--- src/rtl/network_if_pkg.sv ---
// rtl/network_if_pkg.sv - shared network-interface flit types, default widths and pack offsets
package network_if_pkg;

    localparam int NETWORK_IF_FLIT_WIDTH            = 64;
    localparam int NETWORK_IF_FLIT_TYPE_WIDTH       = 2;
    localparam int NETWORK_IF_BROADCAST_WIDTH       = 1;
    localparam int NETWORK_IF_VIRTUAL_NETWORK_WIDTH = 2;
    localparam int NETWORK_IF_NUM_VIRTUAL_NETWORKS  = 3;

    // Packing is {vn_id, broadcast, flit_type, flit} with the flit in the LSBs.
    localparam int FLIT_LSB      = 0;
    localparam int FLIT_TYPE_LSB = FLIT_LSB + NETWORK_IF_FLIT_WIDTH;
    localparam int BROADCAST_LSB = FLIT_TYPE_LSB + NETWORK_IF_FLIT_TYPE_WIDTH;
    localparam int VN_LSB        = BROADCAST_LSB + NETWORK_IF_BROADCAST_WIDTH;

    localparam logic [1:0] FLIT_TYPE_HEADER      = 2'b00;
    localparam logic [1:0] FLIT_TYPE_PAYLOAD     = 2'b01;
    localparam logic [1:0] FLIT_TYPE_TAIL        = 2'b10;
    localparam logic [1:0] FLIT_TYPE_HEADER_TAIL = 2'b11;

    typedef enum logic {
        CHK_IDLE,
        CHK_IN_PACKET
    } chk_state_e;

endpackage

--- src/rtl/sync_fifo.sv ---
// rtl/sync_fifo.sv - in-order synchronous FIFO with occupancy counter, power-of-two depth
module sync_fifo #(
    parameter int DataWidth = 8,
    parameter int Depth     = 2
) (
    input  logic                 clk_i,
    input  logic                 rst_i,
    input  logic                 push,
    input  logic                 pop,
    input  logic [DataWidth-1:0] din,
    output logic [DataWidth-1:0] dout,
    output logic                 full,
    output logic                 empty
);

    localparam int PtrWidth = $clog2(Depth);

    logic [DataWidth-1:0] mem [Depth];
    logic [PtrWidth-1:0]  wr_ptr;
    logic [PtrWidth-1:0]  rd_ptr;
    logic [PtrWidth:0]    count;
    logic                 do_push;
    logic                 do_pop;

    assign do_push = push && !full;
    assign do_pop  = pop && !empty;

    assign full  = (count == (PtrWidth+1)'(Depth));
    assign empty = (count == '0);
    assign dout  = mem[rd_ptr];

    always_ff @(posedge clk_i) begin
        if (do_push) begin
            mem[wr_ptr] <= din;
        end
    end

    // Pointers wrap naturally because Depth is a power of two.
    always_ff @(posedge clk_i) begin
        if (rst_i) begin
            wr_ptr <= '0;
            rd_ptr <= '0;
            count  <= '0;
        end else begin
            if (do_push) begin
                wr_ptr <= wr_ptr + 1'b1;
            end
            if (do_pop) begin
                rd_ptr <= rd_ptr + 1'b1;
            end
            case ({do_push, do_pop})
                2'b10:   count <= count + 1'b1;
                2'b01:   count <= count - 1'b1;
                default: count <= count;
            endcase
        end
    end

endmodule

--- src/rtl/network_injector.sv ---
// rtl/network_injector.sv - source-to-NoC flit injector; optional checker under NETWORK_INJECTOR_PROTOCOL_CHECK_EN
module network_injector
    import network_if_pkg::*;
#(
    parameter int NetworkIfFlitWidth             = NETWORK_IF_FLIT_WIDTH,
    parameter int NetworkIfFlitTypeWidth         = NETWORK_IF_FLIT_TYPE_WIDTH,
    parameter int NetworkIfBroadcastWidth        = NETWORK_IF_BROADCAST_WIDTH,
    parameter int NetworkIfVirtualNetworkIdWidth = NETWORK_IF_VIRTUAL_NETWORK_WIDTH,
    parameter int NetworkIfNumberOfVirtualNetworks = NETWORK_IF_NUM_VIRTUAL_NETWORKS,
    parameter int BufferDepth                    = 2,
    localparam int NetworkIfDataWidth = NetworkIfFlitWidth + NetworkIfFlitTypeWidth +
                                        NetworkIfBroadcastWidth + NetworkIfVirtualNetworkIdWidth
) (
    input  logic                                        clk_i,
    input  logic                                        rst_i,
    input  logic                                        valid_i,
    output logic                                        ready_o,
    input  logic [NetworkIfDataWidth-1:0]               data_i,
    output logic                                        network_valid_o,
    input  logic [NetworkIfNumberOfVirtualNetworks-1:0] network_ready_i,
    output logic [NetworkIfFlitWidth-1:0]               network_flit_o,
    output logic [NetworkIfFlitTypeWidth-1:0]           network_flit_type_o,
    output logic [NetworkIfBroadcastWidth-1:0]          network_broadcast_o,
    output logic [NetworkIfVirtualNetworkIdWidth-1:0]   network_virtual_network_id_o,
    output logic                                        protocol_error_o
);

    localparam int TypeLsb  = NetworkIfFlitWidth;
    localparam int BcastLsb = TypeLsb + NetworkIfFlitTypeWidth;
    localparam int VnLsb    = BcastLsb + NetworkIfBroadcastWidth;

    logic                                      push;
    logic                                      pop;
    logic                                      full;
    logic                                      empty;
    logic                                      head_avail;
    logic [NetworkIfDataWidth-1:0]             head;
    logic [NetworkIfDataWidth-1:0]             last_popped;
    logic [NetworkIfDataWidth-1:0]             shown;
    logic [NetworkIfVirtualNetworkIdWidth-1:0] head_vn;

    assign ready_o = !full && !rst_i;
    assign push    = valid_i && ready_o;
    assign pop     = network_valid_o;

    sync_fifo #(
        .DataWidth (NetworkIfDataWidth),
        .Depth     (BufferDepth)
    ) u_fifo (
        .clk_i (clk_i),
        .rst_i (rst_i),
        .push  (push),
        .pop   (pop),
        .din   (data_i),
        .dout  (head),
        .full  (full),
        .empty (empty)
    );

    assign head_vn = head[VnLsb +: NetworkIfVirtualNetworkIdWidth];

    // An out-of-range head VN matches no avail bit, so it stalls the FIFO until reset.
    always_comb begin
        head_avail = 1'b0;
        for (int i = 0; i < NetworkIfNumberOfVirtualNetworks; i++) begin
            if (int'(head_vn) == i) begin
                head_avail = network_ready_i[i];
            end
        end
    end

    // Avail is not registered: valid follows network_ready_i combinationally.
    assign network_valid_o = !empty && !rst_i && head_avail;

    always_ff @(posedge clk_i) begin
        if (rst_i) begin
            last_popped <= '0;
        end else if (pop) begin
            last_popped <= head;
        end
    end

    assign shown                        = empty ? last_popped : head;
    assign network_flit_o               = shown[0 +: NetworkIfFlitWidth];
    assign network_flit_type_o          = shown[TypeLsb +: NetworkIfFlitTypeWidth];
    assign network_broadcast_o          = shown[BcastLsb +: NetworkIfBroadcastWidth];
    assign network_virtual_network_id_o = shown[VnLsb +: NetworkIfVirtualNetworkIdWidth];

`ifdef NETWORK_INJECTOR_PROTOCOL_CHECK_EN
    chk_state_e                                chk_state;
    chk_state_e                                chk_next;
    logic [NetworkIfVirtualNetworkIdWidth-1:0] hdr_vn;
    logic [NetworkIfVirtualNetworkIdWidth-1:0] hdr_vn_next;
    logic [NetworkIfVirtualNetworkIdWidth-1:0] in_vn;
    logic [NetworkIfFlitTypeWidth-1:0]         in_type;
    logic                                      chk_err;
    logic                                      protocol_error;

    assign in_vn   = data_i[VnLsb +: NetworkIfVirtualNetworkIdWidth];
    assign in_type = data_i[TypeLsb +: NetworkIfFlitTypeWidth];

    always_ff @(posedge clk_i) begin
        if (rst_i) begin
            chk_state      <= CHK_IDLE;
            hdr_vn         <= '0;
            protocol_error <= 1'b0;
        end else begin
            chk_state      <= chk_next;
            hdr_vn         <= hdr_vn_next;
            protocol_error <= protocol_error | chk_err;
        end
    end

    always_comb begin
        chk_next    = chk_state;
        hdr_vn_next = hdr_vn;
        chk_err     = 1'b0;
        if (push) begin
            if (int'(in_vn) >= NetworkIfNumberOfVirtualNetworks) begin
                chk_err = 1'b1;
            end else begin
                case (chk_state)
                    CHK_IDLE: begin
                        if (in_type == FLIT_TYPE_HEADER) begin
                            chk_next    = CHK_IN_PACKET;
                            hdr_vn_next = in_vn;
                        end else if (in_type != FLIT_TYPE_HEADER_TAIL) begin
                            chk_err = 1'b1;
                        end
                    end
                    CHK_IN_PACKET: begin
                        if (in_vn != hdr_vn) begin
                            chk_err = 1'b1;
                        end else if (in_type == FLIT_TYPE_TAIL) begin
                            chk_next = CHK_IDLE;
                        end else if (in_type != FLIT_TYPE_PAYLOAD) begin
                            chk_err = 1'b1;
                        end
                    end
                    default: chk_err = 1'b1;
                endcase
            end
            // The offending flit is still buffered; only the checker resynchronises.
            if (chk_err) begin
                chk_next = CHK_IDLE;
            end
        end
    end

    assign protocol_error_o = protocol_error;
`else
    assign protocol_error_o = 1'b0;
`endif

endmodule

--- config.mk ---
export PLATFORM = sky130hd
export DESIGN_NAME = network_injector
export DESIGN_NICKNAME = d
export VERILOG_FILES = /design/src/rtl/network_if_pkg.sv /design/src/rtl/sync_fifo.sv /design/src/rtl/network_injector.sv
export SDC_FILE = /design/constraint.sdc
export NUM_CORES = 1
export LEC_CHECK = 0
export ABC_AREA = 1
export CORE_ASPECT_RATIO = 0.9
export CORE_MARGIN = 2
export CORE_UTILIZATION = 40
export DETAILED_ROUTE_END_ITERATION = 10
export GPL_TIMING_DRIVEN = 0
export HOLD_SLACK_MARGIN = 0.1
export PLACE_DENSITY_LB_ADDON = 0.25
export SYNTH_ARGS = -nofsm -noshare
export SYNTH_HDL_FRONTEND = slang
export SYNTH_SLANG_ARGS = --single-unit
--- constraint.sdc ---
create_clock -name clk_i -period 4.2 [get_ports clk_i]
set_input_delay 0.42 -clock clk_i [delete_from_list [all_inputs] [get_ports clk_i]]
set_output_delay 0.42 -clock clk_i [all_outputs]
set_load 0.05 [all_outputs]
# ---- Word level (Yosys, flattened, before mapping)
# Memory sizes are Yosys's and may differ from the RTL's. A register that Yosys moved wholly into a read port is not among the register bits.
# Cells that the tools add are included.
dict set report word_totals {
  ff_bits 73
  ram_bits 138
  input_bits 75
  output_inout_bits 72
  elab_cells 35
  mem_count 1
}
dict set report op_classes {
  addsub 4
  n_eq_ne 5
  muxes 9
  n_reduce_logical 12
}
# memory words word_bits rd rd_ports_with_merged_regs wr line_no
set memory_table {}
lappend memory_table {u_fifo.mem 2 69 1 1 1 sync_fifo.sv:18} ;# logic [DataWidth-1:0] mem [Depth];
# op n
set ops {}
lappend ops {{$mux 69} 1}
lappend ops {{$eq 2x2->1 const B} 4}
lappend ops {{$mux 1} 7}
lappend ops {{$logic_and 1x1->1} 6}
lappend ops {{$logic_not 2->1} 2}
lappend ops {{$pmux 2 s2} 1}
lappend ops {{$logic_not 1->1} 3}
lappend ops {{$add 1x1->1 const B} 2}
lappend ops {{$add 2x1->2 const B} 1}
lappend ops {{$eq 2x1->1 const B} 1}
lappend ops {{$reduce_bool 2->1} 1}
lappend ops {{$sub 2x1->2 const B} 1}

# ---- Depth between registers and ports, before layout
# Gate-level depths: netlist of the first run.
dict set report depth {
  depth_word 8
  ltp_mapped 15
  ltp_nobuf 13
}

# ---- Cells and area by module
# A second synthesis of the first run with hierarchy kept.
dict set report unflattened {
  cells_unflattened 874
  hier_area_um2 9046.2
}
# mod n_inst cells_per_inst area_each_um2 seq_area_each_um2
set modules_own_cells {}
lappend modules_own_cells {sync_fifo 1 255 5266.3 4244.1}
lappend modules_own_cells {network_injector 1 619 3779.9 1381.3}

# ---- Least setup slack after synthesis of the first run
# No wires, ideal clock.
dict set report synth_path {
  kind {input port to flip-flop}
  start {input port rst_i}
  end {memory u_fifo.mem[0][0] (netlist bit) (enable)}
  arrival_time_ns 4.623
  path_slack_ns -0.920
  stages 4
  n_path_buf 1
  path_cell_list {clkbuf_1 -> a21oi_1 -> nand2_1 -> nor2_1}
}
dict set report synth_between {
  elab_chain_len 6
}
# element line_no
set synth_lines {}
lappend synth_lines {{start, declared} network_injector.sv:15} ;# input logic rst_i,
lappend synth_lines {{$logic_not 1->1} network_injector.sv:42} ;# assign ready_o = !full && !rst_i;
lappend synth_lines {{$logic_and 1x1->1} network_injector.sv:42}
lappend synth_lines {{named net ready_o} network_injector.sv:17} ;# output logic ready_o,
lappend synth_lines {{$logic_and 1x1->1} network_injector.sv:43} ;# assign push = valid_i && ready_o;
lappend synth_lines {{$logic_and 1x1->1} sync_fifo.sv:25} ;# assign do_push = push && !full;
lappend synth_lines {{$mux 1} sync_fifo.sv:33} ;# if (do_push) begin
lappend synth_lines {{$mux 1 (not written as such)} sync_fifo.sv:34} ;# mem[wr_ptr] <= din;
lappend synth_lines {{end, declared} sync_fifo.sv:18}
# The timed path passes the listed nets, and every way through them passes these cells.

==> results.txt, run 1 <==
- CTS tree: built
- The floorplan step set the die width to 161.8 µm.
* Total area of sequential cells: 5625 µm²
- For the worst flop-to-flop path, the logic depth is 13.
* Max Clock Skew: 7.560 ps
- The run finished with clean final reports.
- Share of the synthesized area in the top cell type: 46.24%
* Longest Clk Path Bufs: 3
- Using the TritonRoute via totals, the vias-per-cell ratio works out to 4.825.
* Area grow syn2layout: 30.37%
- The count of nets left with antenna violations once routing finished came out at 0.
- Max transition margin: 43.96%
- After floorplanning, the core was divided into 51 placement rows.
- Synthesis produced 1015 cells.
* Total clock buffers created by CTS: 24
* Fraction of layout instances using a drive strength above 1: 4.636%
* Total core area: 21820 µm²
- Buffers added to address setup during post-CTS repair amount to 0.
* Number of enable-type register cells in the synthesized netlist: 138
- Setup slack on the worst reg-to-reg path comes out at 1450 ps.
- Initial drt markers: 609
- Once placement finished, the instance area stood at 10900 µm².
* Unrepaired setup endpoints after global routing: false
- Number of maximum-capacitance violations: 0
- Fmax: 269.9 MHz
- Clock Root Buffer: clkbuf_16
- Type of element launching the critical path: register
- Share of flip-flops with an asynchronous set or reset: 0%
- Clock-pin slew on the worst setup and hold paths: 60 ps
* Via count of the first global-routing pass: 6864
- Yosys attributes the largest share of cell area to edfxtp_1 (46%), nand2_1 (18%), dfxtp_1 (17%), nand4_1 (4.9%), o21ai_0 (3.9%).
- Routed length per instance: 15.27 µm
- Wire length reported by the detailed router: 22930 µm
- Final net count: 1266
* Final Slew Violations: 0
- In this design, the critical path's most frequently occurring cell is nand2_1.
* Detailed-routing iteration count for the pre-antenna-repair pass: 5
* DRC violation count after routing: 0
* Largest fanout on the critical path: 10
* Chain of cells forming the critical path: buf_2 > inv_2 > nand2_1 > nand2_1 > inv_1 > nand2_1 > nand3_2 > buf_2 > inv_1 > clkdlybuf4s50_1
* Slowest cell on the critical path: clkdlybuf4s50_1
* Number of placed I/O pins: 147
- Minimum hold slack: 487.7 ps
- The tightest min-delay check is of the in2reg type.
- For this run, the total global-route usage over all layers was measured as 19.03%.
- Top post-synthesis cells by count: nand2_1 (424), edfxtp_1 (138), inv_1 (82), nor2_1 (76), dfxtp_1 (74)
- Gp weighted congestion: 0.7869
- Type of element capturing the critical path: output port
* Slowest cell delay on critical path: 790 ps
* Starting Density: 41.06%
- The floorplan step set the die height to 146.0 µm.
- Final standard cell utilization of the core: 53.53%
* Synthesized net count: 1091
* Arrival time reported for the critical path endpoint: 3280 ps
* Number of instances resized during post-cts repair: 0
- Cells on Worst Hold Path: 1
- Final period util: 88.21%
- IR analysis of the VDD net gives a maximum drop of 0.0003299 V.
- The critical path is of the reg2out type.
* Detailed Place HPWL: 15330 µm
- The worst path in the final design needs a cycle of 3705 ps, including I/O delays and setup.
* Power density cells: 497.8 nW/µm²
- Startpoint of the tightest hold check path: data_i[33]
- Fill cells in the final layout number 2058.
* Die Footprint: 23620 µm²
- Final setup viols: 0
- Summing all multi-input logic gate instances after layout gives 2763 µm².
- Dominant cell type by area after synthesis: edfxtp_1
* Static Leakage: 0.004652 µW
- For the worst setup path, the data required time is 3780 ps.
* Crit Reg-Reg Endpoint: u_fifo.count[1]
- Maximum number of pins on one net before global-route repair: 27
- The Yosys step of the flow raised 0 warnings.
- Each instance of the synthesized netlist takes up on average 8.829 µm².
* Worst Tran Pin Value: 838.6 ps
- Endpoints failing hold: 0
* Setup TNS Final: 0 ps
- The routed layout has 7243 vias.
- Area of the mapped netlist: 8961 µm²
* Number of buffers added on ports: 144
* H-tree depth: 1
- First-pass GRT wire length: 36040 µm
- After global routing the overflow that remains totals 0.
- Clock latency at the later pin of the worst-skew pair: 510 ps
- The number of antenna violations at the first check in global routing came to 2.
- Most common cell in the synthesized netlist: nand2_1
- For hold timing, the worst endpoint is u_fifo.mem[0][33].
* Total non-filler cell area in the finished layout: 11680 µm²
* Number of library cell types mapped by synthesis: 18
- Summing the sequential cell areas from Yosys gives 62.78% of the chip area.
- After synthesis the netlist holds a flip-flop and latch count of 212.
- For this design, the sink count on the clock tree is 212.
* Ys flop type: edfxtp_1
- After clock tree synthesis, the flow added hold-fix buffers numbering 0.
[critical path, delay by kind of cell (launching register included)]
family,cells,cell delay (ps)
simple gates,4,870
buf+inv,6,1610
flops,1,290
[placed cells by master (no fill, tap or decap), drive strengths merged]
master	n
nand2	424
clkdlybuf4s50	144
edfxtp	138
inv	84
nor2	76
clkbuf	75
dfxtp	74
o21ai	70
nand4	70
buf	28
clkinv	10
a21oi	7
nand3	3
diode	2
bufinv	2
ha	1
conb	1
clkinvlp	1
[final cells by class]
class	instances	area share (%)
Clock inverter	13	0.8996
Clock buffer	31	5.719
Antenna cell	2	0.04284
Multi-Input combinational cell	652	23.65
Timing Repair Buffer	149	13.39
Buffer	67	2.335
Sequential cell	212	48.15
Inverter	84	2.699
Tap cell	291	3.117
[through the flow]
stage | total power, µW | instances | setup WS (ps)
detailed placement | 3825 | 1455 | 845.8
finish | 5815 | 1501 | 495.3
global placement | 3807 | 1450 | -2552
CTS | 5861 | 1499 | 435.8
floorplan | 3289 | 1015 | -919.8
global route | 6061 | 1500 | 279.9
[worst max path at each step]
stage	startpoint	to	slack [ps]	cells past startpoint
after floorplan	rst_i	u_fifo.mem[0][0]	-920	4
after global placement	rst_i	u_fifo.mem[1][40]	-2550	4
after detailed placement	network_ready_i[2]	network_valid_o	850	7
after CTS	register	network_valid_o	440	10
after global routing	register	network_valid_o	280	10
final	register	network_valid_o	500	10
[sequential cells by signal (all words and copies together), names as in the netlist, named ones only]
register and count:
u_fifo.wr_ptr 1, u_fifo.count 2, last_popped 69, u_fifo.rd_ptr 1, u_fifo.mem 138
[power breakdown]
group / total (µW) / internal [µW] / switching (µW)
Sequential: 2360 / 2330 / 26.2
Clock: 2040 / 1230 / 804
Combinational: 1420 / 417 / 1000
Total: 5820 / 3990 / 1830
[logic make-up after synthesis]
| logic type | after synthesis | share of synthesized area [%] |
|---|---|---|
| buf+inv | 151 | 6.563 |
| flops | 212 | 62.78 |
| other cells | 1 | 0.04185 |
| simple gates | 573 | 26.05 |
| compound gates | 77 | 4.426 |
| fa+ha+maj | 1 | 0.1396 |
[per-layer routing]
metal  vias to the layer above  part of all wire [%]  track usage, %
met5                         -                     0               0
met4                         0                   2.2           5.265
met3                        39                   5.9           3.676
met2                       213                    46           30.09
met1                      3351                    46           26.82
li1                       3640                     -               -
Power figures use the tool's default switching activity.
==> run 2, diff against run 1 <==
Settings changed: CORE_MARGIN 2 to 5, CTS_CLUSTER_SIZE set to 40.
==> run 2 against run 1 <==
  * Hold slack got worse by 7.4 ps
  * Critical path depth unchanged
  * Cell count increased by 0.20%
  * Sequential cell count did not move
  * Global-route usage down 1.6 points
  * Sequential power is essentially flat
  * Fmax down 0.65%
  * Final area up 0.40%
  * Non-clock buffer count shrank 1
  * Clock power grew 9.8%
  * Critical endpoint unchanged
  * Highest routed layer is now met5
==> results.txt, run 2 (synthesized netlist as in run 1, its figures left out) <==
- The largest registers in the layout are u_fifo.mem: 138 flops, last_popped: 69 flops, u_fifo.count: 2 flops.
* Number of buffers added on ports: 144 (unchanged)
* DRC violation count after routing: 0 (unchanged)
- H-tree depth: 1 (unchanged)
* Worst vdd rail ir drop: 0.0003422 V (+3.7%)
* Slowest cell on the critical path: clkdlybuf4s50_1
- Largest register FFs: 138 (unchanged)
- The row count was 52 (+2.0%).
- Die Y-Extent: 152.0 µm (+4.1%)
* Post-Place Cell Area: 10870 µm² (-0.32%)
- Number of maximum-capacitance violations: 0 (unchanged)
* Detailed Place HPWL: 15310 µm (-0.14%)
- The detailed-route wire length on metal 1 is 10640 µm (about the same).
- Arrival time reported for the critical path endpoint: 3310 ps (+30 ps)
* Horizontal die dimension: 167.8 µm (+3.7%)
- The register area is 5625 µm² (unchanged).
* Uppermost layer routed: met5
- The area of the die was 25500 µm² (+8.0%).
* Final period util: 88.79% (+0.58 points)
* Outcome: finished clean
- The area of all placed cells without fillers was 11730 µm² (+0.40%).
- Type of element launching the critical path: register
- Endpoints failing hold: 0 (unchanged)
- Category of the most critical setup path: reg2out
* Number of non-filler instances in the completed layout: 1504 (+0.20%)
- The static leakage is 0.004687 µW (+0.75%).
- The biggest cell delay along the critical path is 790 ps (about the same).
- The post-detailed-route count of antenna-violating nets was 0 (unchanged).
- Clock share of power: 37.3% (+2.3 points)
* Total clock sinks: 212 (unchanged)
- Required time of the critical path: 3780 ps (about the same)
- The power per cell area was 513.4 nW/µm² (+3.1%).
- Post-layout min period: 3729 ps (+24.33 ps)
- Chain of cells forming the critical path: buf_2 > inv_2 > nand2_1 > nand2_1 > inv_1 > nand2_1 > nand3_2 > buf_2 > inv_1 > clkdlybuf4s50_1
- The setup clock skew after layout came to 21.34 ps (+13.78 ps).
- Final antenna diode count: 0 (-2)
- The switching share of total power is 30.63% (-0.83 points).
* Flop pwr share: 39.2% (-1.4 points)
- Type of element capturing the critical path: output port
- The multi-input gate area in the final layout was 2763 µm² (unchanged).
- The source-to-sink clock delay at the later pin of the worst-skew pair came to 510 ps (about the same).
* CTS tree: built
* First-pass GRT wire length: 36450 µm (+1.1%)
- The number of buffers inserted during clock tree synthesis is 24 (unchanged).
- The top fanout value on the critical path is 10 (unchanged).
- Broken down by cell family, the worst path's largest delay share belongs to buffers and inverters.
- The worst hold path begins at data_i[35].
- Met2 layer wire length in the routed design: 10670 µm (+2.2%)
- The final setup violation count came to 0 (unchanged).
* Worst setup slack for register-to-register paths: 1360 ps (-90 ps)
- Layout fillers: 2040 (-0.87%)
- Postcts setup bufs: 0 (unchanged)
- Routed length per instance: 15.48 µm (+1.3%)
- The worst hold path belongs to the class in2reg.
- The number of nets in the layout was 1265 (-0.079%).
- Most frequent standard cell in the layout excluding fill and tap cells: nand2_1
* Vias after detailed routing: 7197 (-0.64%)
- Relative to the synthesized area, the layout overhead comes to 30.88%.
- The overall power after layout came to 6021 µW (+3.5%).
* Number of instances resized during post-cts repair: 0 (unchanged)
- Longest Clk Path Bufs: 3 (unchanged)
* Detailed-routing iteration count for the pre-antenna-repair pass: 5 (unchanged)
- The top achievable clock speed was 268.2 MHz (-0.65%).
* Minimum hold slack: 480.3 ps (-7.429 ps)
- The placeable core area was 22250 µm² (+2.0%).
* Clock-pin slew on the worst setup and hold paths: 60 ps (about the same)
* Starting Density: 40.27% (-0.79 points)
* Number of placed I/O pins: 147 (unchanged)
* Register with the most flip-flops: u_fifo.mem
* Wire length reported by the detailed router: 23280 µm (+1.5%)
- The maximum number of pins on one net before global-route repair came to 27 (unchanged).
- Setup TNS Final: 0 ps (unchanged)
- Total instance count after detailed placement: 1460 (+0.34%)
- Post-CTS Hold Fix Bufs: 0 (unchanged)
- Initial drt markers: 453 (-26%)
- Worst Tran Pin Value: 794.7 ps (-43.94 ps)
- WL met3: 1456 µm (+7.2%)
* Final Slew Violations: 0 (unchanged)
- Internal cell power: 4177 µW (+4.8%)
* Overall track demand over capacity in global routing: 17.47% (-1.6 points)
- The total overflow reported by the global router came to 0 (unchanged).
* Max transition margin: 46.90% (+2.9 points)
* Fraction of layout instances using a drive strength above 1: 5.220% (+0.58 points)
- In the layout the commonest cells are nand2_1 (424), clkdlybuf4s50_1 (144), edfxtp_1 (138).
- NetSw: 1844 µW (+0.80%)
- Clock Root Buffer: clkbuf_16
- Via count of the first global-routing pass: 6807 (-0.83%)
- Among the stages of the critical path, the cell type that occurs most often is nand2_1.
- Unrepaired setup endpoints after global routing: false
* Number of antenna violations at the first check in global routing: 1 (-1)
- Via-per-instance ratio: 4.785 (-0.83%)
- Buffer and inverter count on the worst path: 6 (unchanged)
* Share of total power in combinational logic: 23.5% (-0.9 points)
* Gp weighted congestion: 0.7615 (-3.2%)
run 2: layer usage:
metal | vias to the layer above | GRT usage, %
li1 | 3642 | -
met1 | 3287 | 24.72
met2 | 223 | 28.12
met3 | 43 | 3.274
met4 | 2 | 3.903
met5 | - | 0
run 2: layout make-up:
type / instances / area share [%]
plain buffers: 67 / 2.326
clock buffers: 32 / 5.729
clock inverters: 12 / 1.600
inverters: 84 / 2.688
multi-input cells: 652 / 23.55
flip-flops and latches: 212 / 47.96
well taps: 297 / 3.168
repair buffers: 148 / 12.97
run 2: power groups by stage:
stage	Sequential, µW	Clock, µW	Combinational, µW
floorplan	2400	0	885
global placement	2410	0	1400
detailed placement	2400	0	1420
CTS	2360	2290	1430
global route	2370	2380	1520
finish	2360	2240	1420
run 2: worst paths after layout:
check / to / depth (start not counted)
worst max register to register: u_fifo.count[1] / 13
worst max-delay path: network_valid_o / 10
worst min register to register: u_fifo.count[1] / 2
worst min-delay path: u_fifo.mem[1][35] / 1
run 2: through the flow:
| step | worst slack, ps | utilization (%) |
|---|---|---|
| global placement | -2613 | 48.42 |
| finish | 471.0 | 52.71 |
| global route | 246.4 | 52.71 |
| detailed placement | 767.0 | 48.85 |
| floorplan | -919.8 | - |
| CTS | 363.1 | 52.71 |
